### src/rtl/sid_top.sv
// Single SID-style voice: phase accumulator, waveform mixer, ADSR envelope and
// 9-clk shift-add amplitude multiplier. Define NOISE_EN to build the LFSR noise source.
module sid_top #(
    parameter int RATE_SHIFT = 0
) (
    input  logic        clk,
    input  logic        rst_n,
    input  logic [15:0] frequency,
    input  logic [7:0]  duration,
    input  logic [7:0]  attack,
    input  logic [7:0]  sustain,
    input  logic [7:0]  waveform,
    output logic [7:0]  audio_out
);

    typedef enum logic [2:0] {
        S_IDLE, S_ATTACK, S_DECAY, S_SUSTAIN, S_RELEASE
    } env_state_e;

    logic        gate, test;
    logic [23:0] acc_q, acc_d;
    logic [7:0]  saw_w, tri_w, pulse_w, wave;
    logic        any_sel;

    env_state_e  state_q, state_d;
    logic        gate_q;
    logic        gate_rise, gate_fall;
    logic [7:0]  env_q, env_d;
    logic [7:0]  sus_lvl;
    logic [19:0] presc_q, presc_d;
    logic [3:0]  rate;
    logic [19:0] period_m1;
    logic        tick;

    logic [3:0]  frame_q, frame_d;
    logic [7:0]  wave_l_q, wave_l_d;
    logic [7:0]  env_l_q, env_l_d;
    logic [15:0] prod_q, prod_d;
    logic [15:0] addend;
    logic [2:0]  bit_idx;
    logic [7:0]  audio_q, audio_d;

    assign gate      = waveform[0];
    assign test      = waveform[3];
    assign gate_rise = gate & ~gate_q;
    assign gate_fall = ~gate & gate_q;
    assign sus_lvl   = {sustain[3:0], sustain[3:0]};
    assign acc_d     = test ? 24'd0 : acc_q + {8'd0, frequency};

`ifdef NOISE_EN
    logic [22:0] lfsr_q, lfsr_d;
    logic        acc19_q;
    logic [7:0]  noise_w;
    logic        unused;

    assign unused  = ^waveform[2:1];
    assign noise_w = {lfsr_q[22], lfsr_q[20], lfsr_q[16], lfsr_q[13],
                      lfsr_q[11], lfsr_q[7],  lfsr_q[4],  lfsr_q[2]};

    always_comb begin
        lfsr_d = lfsr_q;
        if (test)
            lfsr_d = 23'h7FFFF8;
        else if (acc_q[19] && !acc19_q)
            lfsr_d = {lfsr_q[21:0], lfsr_q[22] ^ lfsr_q[17]};
    end

    always_ff @(posedge clk or negedge rst_n) begin
        if (!rst_n) begin
            lfsr_q  <= 23'h7FFFF8;
            acc19_q <= 1'b0;
        end else begin
            lfsr_q  <= lfsr_d;
            acc19_q <= acc_q[19];
        end
    end
`else
    logic unused;
    assign unused = ^{waveform[7], waveform[2:1]};
`endif

    // Selected waveforms combine by AND; an empty selection is silence.
    always_comb begin
        saw_w   = acc_q[23:16];
        tri_w   = acc_q[23] ? ~acc_q[22:15] : acc_q[22:15];
        pulse_w = (acc_q[23:16] >= duration) ? 8'hFF : 8'h00;
        wave    = 8'hFF;
        any_sel = 1'b0;
        if (waveform[4]) begin wave = wave & tri_w;   any_sel = 1'b1; end
        if (waveform[5]) begin wave = wave & saw_w;   any_sel = 1'b1; end
        if (waveform[6]) begin wave = wave & pulse_w; any_sel = 1'b1; end
`ifdef NOISE_EN
        if (waveform[7]) begin wave = wave & noise_w; any_sel = 1'b1; end
`endif
        if (!any_sel) wave = 8'h00;
    end

    always_comb begin
        case (state_q)
            S_ATTACK:  rate = attack[3:0];
            S_DECAY:   rate = attack[7:4];
            S_RELEASE: rate = sustain[7:4];
            default:   rate = 4'd0;
        endcase
    end

    // >= rather than == so a live rate change never strands the prescaler past its period.
    assign period_m1 = ((20'd1 << rate) << RATE_SHIFT) - 20'd1;
    assign tick      = (presc_q >= period_m1);

    always_ff @(posedge clk or negedge rst_n) begin
        if (!rst_n) state_q <= S_IDLE;
        else        state_q <= state_d;
    end

    always_comb begin
        state_d = state_q;
        if (gate_fall)
            state_d = S_RELEASE;
        else if (gate_rise)
            state_d = S_ATTACK;
        else begin
            case (state_q)
                S_ATTACK:  if (env_q == 8'hFF) state_d = S_DECAY;
                S_DECAY:   if (env_q <= sus_lvl) state_d = S_SUSTAIN;
                S_RELEASE: if (env_q == 8'h00) state_d = S_IDLE;
                default:   ;
            endcase
        end
    end

    always_comb begin
        env_d   = env_q;
        presc_d = presc_q + 20'd1;
        if (state_d != state_q) begin
            presc_d = 20'd0;
        end else begin
            if (tick) presc_d = 20'd0;
            case (state_q)
                S_ATTACK:  if (tick && env_q != 8'hFF) env_d = env_q + 8'd1;
                S_DECAY:   if (tick && env_q > sus_lvl) env_d = env_q - 8'd1;
                S_SUSTAIN: env_d = sus_lvl;
                S_RELEASE: if (tick && env_q != 8'h00) env_d = env_q - 8'd1;
                default:   ;
            endcase
        end
    end

    // Frame 0 latches operands; frames 1..8 add wave<<(frame-1) for each env bit.
    assign bit_idx = 3'(frame_q - 4'd1);
    assign addend  = env_l_q[bit_idx] ? ({8'd0, wave_l_q} << bit_idx) : 16'd0;

    always_comb begin
        frame_d  = (frame_q == 4'd8) ? 4'd0 : frame_q + 4'd1;
        wave_l_d = wave_l_q;
        env_l_d  = env_l_q;
        prod_d   = prod_q;
        audio_d  = audio_q;
        if (frame_q == 4'd0) begin
            wave_l_d = wave;
            env_l_d  = env_q;
            prod_d   = 16'd0;
        end else begin
            prod_d = prod_q + addend;
            if (frame_q == 4'd8) audio_d = prod_d[15:8];
        end
    end

    always_ff @(posedge clk or negedge rst_n) begin
        if (!rst_n) begin
            acc_q    <= 24'd0;
            gate_q   <= 1'b0;
            env_q    <= 8'd0;
            presc_q  <= 20'd0;
            frame_q  <= 4'd0;
            wave_l_q <= 8'd0;
            env_l_q  <= 8'd0;
            prod_q   <= 16'd0;
            audio_q  <= 8'd0;
        end else begin
            acc_q    <= acc_d;
            gate_q   <= gate;
            env_q    <= env_d;
            presc_q  <= presc_d;
            frame_q  <= frame_d;
            wave_l_q <= wave_l_d;
            env_l_q  <= env_l_d;
            prod_q   <= prod_d;
            audio_q  <= audio_d;
        end
    end

    assign audio_out = audio_q;

endmodule

### config.mk
export PLATFORM = sky130hd
export DESIGN_NAME = sid_top
export DESIGN_NICKNAME = d
export VERILOG_FILES = /design/src/rtl/sid_top.sv
export SDC_FILE = /design/constraint.sdc
export NUM_CORES = 1
export LEC_CHECK = 0
export CORE_MARGIN = 2
export CORE_UTILIZATION = 55
export CTS_CLUSTER_SIZE = 16
export DETAILED_ROUTE_END_ITERATION = 10
export PLACE_DENSITY = 0.75
export SYNTH_ARGS = -nofsm -noshare
export SYNTH_HDL_FRONTEND = slang
export SYNTH_SLANG_ARGS = --single-unit
### constraint.sdc
create_clock -name clk -period 9 [get_ports clk]
set_input_delay 1.8 -clock clk [delete_from_list [all_inputs] [get_ports clk]]
set_output_delay 1.8 -clock clk [all_outputs]
set_load 0.1 [all_outputs]
# Yosys cells after proc, flatten, opt, wreduce, memory -nomap -nowiden
# Cells that the tools add are included.
dict set report totals {
  register_bits 100
  input_bits 50
  output_inout_bits 8
  word_cells 82
}
dict set report op_classes {
  addsub 8
  n_lt_le_gt_ge 5
  eq_ne 11
  shifts 2
  muxes 28
  n_bitwise 9
  reduce_logical 9
}
# operator n
set op_table {}
lappend op_table {{$mux W8} 9}
lappend op_table {{$mux W20} 2}
lappend op_table {{$mux W16} 2}
lappend op_table {{$pmux W8 S4} 1}
lappend op_table {{$add A24 B16 Y24} 1}
lappend op_table {{$mux W24} 1}
lappend op_table {{$add A20 B1 Y20 const B} 1}
lappend op_table {{$ge A20 B20 Y1} 1}
lappend op_table {{$shl A1 B4 Y20 const A} 1}
lappend op_table {{$sub A20 B1 Y20 const B} 1}
lappend op_table {{$add A16 B16 Y16} 1}
lappend op_table {{$and A8 B8 Y8} 2}
lappend op_table {{$shl A8 B3 Y16} 1}
lappend op_table {{$mux W3} 5}
lappend op_table {{$pmux W4 S3} 1}
lappend op_table {{$pmux W3 S3} 1}
lappend op_table {{$add A8 B1 Y8 const B} 1}
lappend op_table {{$eq A8 B8 Y1 const B} 1}
lappend op_table {{$ge A8 B8 Y1} 1}
lappend op_table {{$gt A8 B8 Y1} 1}
lappend op_table {{$le A8 B8 Y1} 1}
lappend op_table {{$logic_not A8 Y1} 1}
lappend op_table {{$ne A8 B8 Y1 const B} 1}
lappend op_table {{$not A8 Y8} 1}
lappend op_table {{other kinds (21)} 33}

# Depth between registers and ports, before layout
# Gate-level depths: netlist (run 1).
dict set report depth {
  word_depth 8
  ltp_mapped 21
  mapped_depth_nobuf 18
}

# Worst setup path after synthesis (run 1)
# Ideal clock, no wire load.
dict set report synth_path {
  kind {in2reg}
  start {in sustain[7]}
  end {reg env_q[1]}
  arrival_ns 5.266
  t_required_ns 8.875
  path_slack_ns 3.610
  cell_stages 19
  path_buffers 2
  cell_sequence {a22oi_1 > nor2_1 > a21o_1 > inv_1 > clkbuf_1 > nand4_1 > ha_1 > clkbuf_1 > nor4_1 > a21oi_1 > o32a_1 > ha_1 > and4_1 > o311a_1 > o221ai_1 > o21ai_1 > a32oi_1 > nor2_2 > mux2_2}
}
dict set report synth_between {
  elab_chain_len 7
}
# item line_no
set synth_lines {}
lappend synth_lines {{start: declaration} 11} ;# input logic [7:0] sustain,
lappend synth_lines {{$pmux W4 S3 *} 99} ;# case (state_q)
lappend synth_lines {{$shl A1 B4 Y20 *} 108} ;# assign period_m1 = ((20'd1 << rate) << RATE_SHIFT) - 20'd1;
lappend synth_lines {{$sub A20 B1 Y20 *} 108}
lappend synth_lines {{$ge A20 B20 Y1 *} 109} ;# assign tick = (presc_q >= period_m1);
lappend synth_lines {{$logic_and A1 B1 Y1, on equally long branches} {143, 140, 141}}
lappend synth_lines {{$ne A2 B2 Y1 (no line)} -}
lappend synth_lines {{$reduce_and A5 Y1 (no line) *} -}
lappend synth_lines {{end signal: assignment} 183} ;# env_q <= env_d;
lappend synth_lines {{end: declaration} 28} ;# logic [7:0] env_q, env_d;
# Every way passes the cells marked *; elsewhere a longest branch is shown, timed or not.
# A chain may end at the register's enable or synchronous reset.

# Worst setup path after layout (run 1)
dict set report layout_path {
  start {in sustain[6]}
  end {reg env_q[2]}
}
# The elaborated chain is that of the path after synthesis.

==> impl_metrics.toml, run 1 <==
[outcome]
status = "complete, no violations"

[placed_design]
portBuffers = 54
dpl.hpwl_mm = 11.8
placed_cell_area_mm2 = 0.00797
place_congestion = 0.883
dp_cells = 1040

[pwr]
powerDensity_mw_per_mm2 = 169
leakage_nw = 3.83
vdd_drop_max_mv = 0.162

[grt]
grt_pass1_vias = 6127
overflow = 0
grt_max_degree = 60
grt_pass1_wl_mm = 27.3
grt.total_usage_pct = 23.3
antenna_found_initial = 0

[synth]
synth_seq_cells = 100
synth.distinct_cells = 68
async_reset_ff_share_pct = 100
ys_warn_count = 0
avgSynthCellArea_um2 = 8.75
syn_inst = 835
seq_area_frac_synth_pct = 34.3
syn_area_mm2 = 0.00731
synth_edf_count = 0
synth_flop_cell = "dfrtp_1"

[layout]
fillers = 1079
drive_gt1_share_pct = 4.44
layout.cells.non_filler = 1054
synthToLayoutAreaGrowth_pct = 13.6
post-route-util_pct = 63.4
final_nets = 1005
antennaDiodeCount = 0
finalInstanceArea_mm2 = 0.00830

[critical_path]
crit_required_ps = 9230
worstRegToRegCells = 17
cp-start-kind = "input pin"
critPathKind = "in -> reg"
worstPathArrival_ps = 6590
r2r_slack_ps = 3680
rr_endpoint = "env_q[2]"
worstPathMaxFanout = 17
end_kind = "register"
rr_startpoint = "state_q[0]"

[clocking]
postCtsSetupBuffers = 0
cts_resized = 0
cts-hold-fix-buffers = 0
cts.sinks = 100
cts_tree = "done"
insertion_delay_ps = 350
clkTransAtPathRegs_ps = 70
clockRootBuffer = "clkbuf_16"
cts.path.max_buffers = 2
cts_buffers = 9
cts_max_level = 3

[die]
fp.dieArea_mm2 = 0.0142
die_y_um = 119
start_util_pct = 55.8
core_mm2 = 0.0131
boundaryPins = 58
row_count = 42
die_w_um = 119

[sta]
finalMaxSlewViolations = 0
finalSetupViolCount = 0
skew_ps = 4.29
min_period_over_period_pct = 70.6
max_slew_margin_pct = 35.5
setup_tns_ps = 0
tightest_slew_ps = 964
whs_ps = 478
hold_viol = 0
rsz0062_at_grt = "no"
clock.fmax_ghz = 0.157
finalCriticalPeriod_ps = 6350

[drt]
wl_met1_mm = 7.02
wl_per_cell_um = 15.1
first_pass_iters = 5
drc = 0
vias_per_cell = 5.78
route.met3.wl_um = 595
route.met2.wl_mm = 8.07
drt-initial-drc-count = 443
wl_mm = 15.9
routed-via-count = 6096
routed.top_layer = "met4"
ant_nets = 0

[hold_path]
worstHoldEndpoint = "env_l_q[1]"
holdPathStages = 2
hold_start = "env_l_q[1]"
hp-class = "reg -> reg"

[run]
drv_cap = 0
metal layers:
| metal | vias to the layer above | global-route usage [%] |
|---|---|---|
| met1 | 2910 | 28.6 |
| li1 | 3063 | - |
| met3 | 15 | 5.17 |
| met2 | 108 | 41.1 |
| met5 | - | 0 |
| met4 | 0 | 6.32 |
worst max path at each step:
stage	startpoint	end	slack, ps	cells after the start
floorplan	sustain[7]	env_q[1]	3610	19
global placement	sustain[6]	env_q[2]	2620	17
detailed placement	sustain[6]	env_q[3]	2500	17
CTS	sustain[6]	env_q[2]	2840	17
global route	sustain[6]	env_q[5]	2250	17
finish	sustain[6]	env_q[2]	2650	17
cell type report:
| class | count | area (um2) | area share, % |
|---|---|---|---|
| multi-input combinational | 676 | 4570 | 55.1 |
| sequential | 100 | 2500 | 30.2 |
| timing repair buffer | 56 | 553 | 6.66 |
| clock buffer | 9 | 225 | 2.71 |
| tap | 176 | 220 | 2.65 |
| inverter | 32 | 120 | 1.45 |
| clock inverter | 5 | 103 | 1.24 |
through the flow:
step           total power (W)  setup WS [ps]
4_1_cts                0.00141           2840
2_1_floorplan         0.000861           3610
3_5_place_dp          0.000966           2500
5_1_grt                0.00149           2250
3_3_place_gp          0.000944           2620
6_report               0.00140           2650
where the power goes:
group / leakage, nW / internal (W) / switching [W]
combinational: 2.32 / 0.000191 / 0.000250
sequential: 1.35 / 0.000490 / 0.0000313
clock: 0.157 / 0.000268 / 0.000169
placed cells by master (no fill, tap or decap), drive strengths merged, types with 6 or more instances in the layout:
cell type	count
nor3	16
o211ai	7
nand2	82
nand2b	7
nand3	21
a22oi	8
inv	32
nor2b	21
a21o	19
ha	77
mux2	9
clkdlybuf4s50	53
a21oi	67
nor2	99
or3	11
o21ai	53
nand4	8
nor4	6
xor2	30
clkbuf	9
a211oi	14
and2	6
dfrtp	100
and3	7
o21bai	7
o21a	6
a22o	9
a31oi	7
xnor2	29
sequential cells by signal, indices dropped and copies added (netlist names):
signal / count
wave_l_q: 8
acc_q: 24
presc_q: 20
frame_q: 4
audio_out: 8
prod_q: 16
env_q: 8
state_q: 3
gate_q: 1
env_l_q: 8
kinds of logic after synthesis:
group           share of synthesized area, %
flops                                   34.3
xor+xnor                                7.07
compound gates                          20.0
other cells                           0.0513
fa+ha+maj                               14.0
simple gates                            18.9
mux                                     2.55
buf+inv                                 3.24
cells in the mapped netlist, types with 9 or more instances:
cell type / count / area, um2
nor2b_1: 21 / 131
xnor2_1: 29 / 254
nor3_1: 15 / 75.1
clkbuf_1: 22 / 82.6
xor2_1: 30 / 263
nand3_1: 21 / 105
dfrtp_1: 100 / 2500
o21ai_0: 45 / 225
nand2_1: 81 / 304
nor2_1: 98 / 368
a211oi_1: 14 / 105
a21oi_1: 66 / 330
ha_1: 77 / 963
or3_1: 11 / 68.8
mux2_2: 9 / 101
a22o_1: 9 / 78.8
inv_1: 32 / 120
a21o_1: 18 / 135
worst max-delay path, cell delays in order:
cell             delay (ps)
clkdlybuf4s50_1         400
a22oi_1                 170
nor2_1                   60
a21oi_1                 640
nand4_1                 230
ha_1                    440
nor4b_1                 420
a21oi_1                  90
o21a_1                  200
ha_1                    290
a21oi_1                  70
o21ai_0                 340
o221ai_1                260
o21ai_1                 210
a32oi_1                 190
nor2_2                  370
mux2_2                  390
No activity file was read; power rests on OpenSTA's default activity.
==> run 2, diff against run 1 <==
Settings changed: CORE_UTILIZATION 55 to 54, PLACE_DENSITY 0.75 to 0.77.
Clock period 9 ns to 5.3 ns, I/O delays scaled along.
==> impl_metrics.toml, run 2 (synthesis gave the netlist of run 1 again) <==
[clocking]
cts-hold-fix-buffers = 0
cts_tree = "done"
cts.sinks = 100
insertion_delay_ps = 350
clockRootBuffer = "clkbuf_16"
postCtsSetupBuffers = 0
clkTransAtPathRegs_ps = 70
cts_resized = 0
cts_max_level = 3
cts_buffers = 9
cts.path.max_buffers = 2

[critical_path]
crit_required_ps = 5540
crit_top_cell = "ha_1"
cp-startpoint = "sustain[7]"
rr_endpoint = "env_q[4]"
cpLargestDelayFamily = "compound AO/OA/AOI/OAI gates"
critPathMaxStageDelay_ps = 400
worstPathCellList = "clkdlybuf4s50_1 > a22oi_1 > nor2_1 > a21o_1 > inv_1 > nand4_1 > ha_1 > nor4_1 > a21oi_1 > o32a_1 > ha_1 > and4_1 > o311a_1 > o221ai_1 > o21ai_1 > a32oi_1 > nor2_2 > mux2_2"
worstRegToRegCells = 18
cp-start-kind = "input pin"
cpMaxStageDelayCell = "clkdlybuf4s50_1"
worstPathArrival_ps = 5000
rr_startpoint = "state_q[0]"
worstPathMaxFanout = 8
path_depth = 18
critPathBufInv = 2
r2r_slack_ps = 790
critPathKind = "in -> reg"
cp-endpoint = "env_q[4]"
end_kind = "register"

[die]
core_mm2 = 0.0132
boundaryPins = 58
die_w_um = 120
die_y_um = 120
start_util_pct = 55.2
row_count = 42
fp.dieArea_mm2 = 0.0145

[drt]
drt-initial-drc-count = 291
wl_mm = 15.1
first_pass_iters = 4
vias_per_cell = 5.66
wl_per_cell_um = 14.1
drc = 0
ant_nets = 0
routed-via-count = 6043

[placed_design]
portBuffers = 54
preCtsSetupSlack_ps = 180
dpl.hpwl_mm = 11.0
dp_cells = 1051
place_congestion = 0.863

[sta]
min_period_over_period_pct = 89.9
skew_ps = 12.0
finalSetupViolCount = 0
max_slew_margin_pct = 35.7
setup_tns_ps = 0
tightest_slew_ps = 962
worst_slack_ps = 535
rsz0062_at_grt = "no"
finalCriticalPeriod_ps = 4760
whs_ps = 477
hold_viol = 0
finalMaxSlewViolations = 0
clock.fmax_ghz = 0.210

[pwr]
leakage_nw = 3.91
report.power.total_w = 0.00247
vdd_drop_max_mv = 0.201
powerDensity_mw_per_mm2 = 293

[grt]
grt_pass1_vias = 5875
grt_pass1_wl_mm = 26.5
antenna_found_initial = 0
overflow = 0
grt.total_usage_pct = 22.0
grt_max_degree = 66

[layout]
largest_reg_flops = 24
top_regs = "acc_q x24, presc_q x20, prod_q x16"
final_common_cell = "dfrtp_1"
layout.cells.non_filler = 1067
regMostFlops = "acc_q"
final_nets = 1016
synthToLayoutAreaGrowth_pct = 15.4
drive_gt1_share_pct = 5.84
final_cell_mix = "dfrtp_1 (100), nor2_1 (98), nand2_1 (81), ha_1 (77), a21oi_1 (66)"
fillers = 1163
antennaDiodeCount = 0

[run]
drv_cap = 0

[hold_path]
hp-class = "reg -> reg"

[outcome]
status = "complete, no violations"
-- run 2: changes by cell type in the layout (fill, tap and decap cells not counted), sizes merged --
cell,previous run,this run
buf,3,14
clkinvlp,1,0
bufinv,3,4
inv,32,34
-- run 2: worst min path at each step --
stage	startpoint	to	slack [ps]	cells after the start
after floorplan	env_l_q[5]	env_l_q[5]	440	2
after global placement	env_l_q[5]	env_l_q[5]	450	2
after detailed placement	env_l_q[4]	env_l_q[4]	460	2
after CTS	env_l_q[4]	env_l_q[4]	480	2
after global routing	env_l_q[3]	env_l_q[3]	510	2
final	env_l_q[4]	env_l_q[4]	480	2
-- run 2: routing by layer --
layer,vias up,track usage (%),routed length [um]
met3,20,2.74,418
met4,0,6.18,202
li1,3101,-,-
met1,2833,29.5,7130
met5,-,0,0
met2,89,37.7,7320
-- run 2: worst register-to-register path, delay by kind of cell (launching register included) --
family                     cells  cell delay [ps]
DFF                            1              610
AOI/OAI and AO/OA              7             1380
muxes                          1              380
buffers and inverters          2              290
and+or+nand+nor                6             1190
adders and majority gates      2              530
-- run 2: final cells by class --
type,instances,area [um2],area share (%)
well taps,176,220,2.61
clock buffers,9,225,2.67
flip-flops and latches,100,2500,29.7
multi-input cells,676,4570,54.2
repair buffers,67,636,7.54
inverters,32,120,1.42
clock inverters,7,156,1.85
-- run 2: report_power, final --
| group | total, W | internal, W | switching (W) | leakage, nW |
|---|---|---|---|---|
| Clock | 0.000831 | 0.000518 | 0.000313 | 0.185 |
| Sequential | 0.000885 | 0.000831 | 0.0000534 | 1.35 |
| Combinational | 0.000752 | 0.000336 | 0.000417 | 2.38 |
-- run 2: metrics by stage --
step           cell area, um2  util, %
3_5_place_dp             8050     60.8
5_1_grt                  8430     63.7
4_1_cts                  8430     63.7
3_3_place_gp             8050     60.8
2_1_floorplan            7310        -
6_report                 8430     63.7
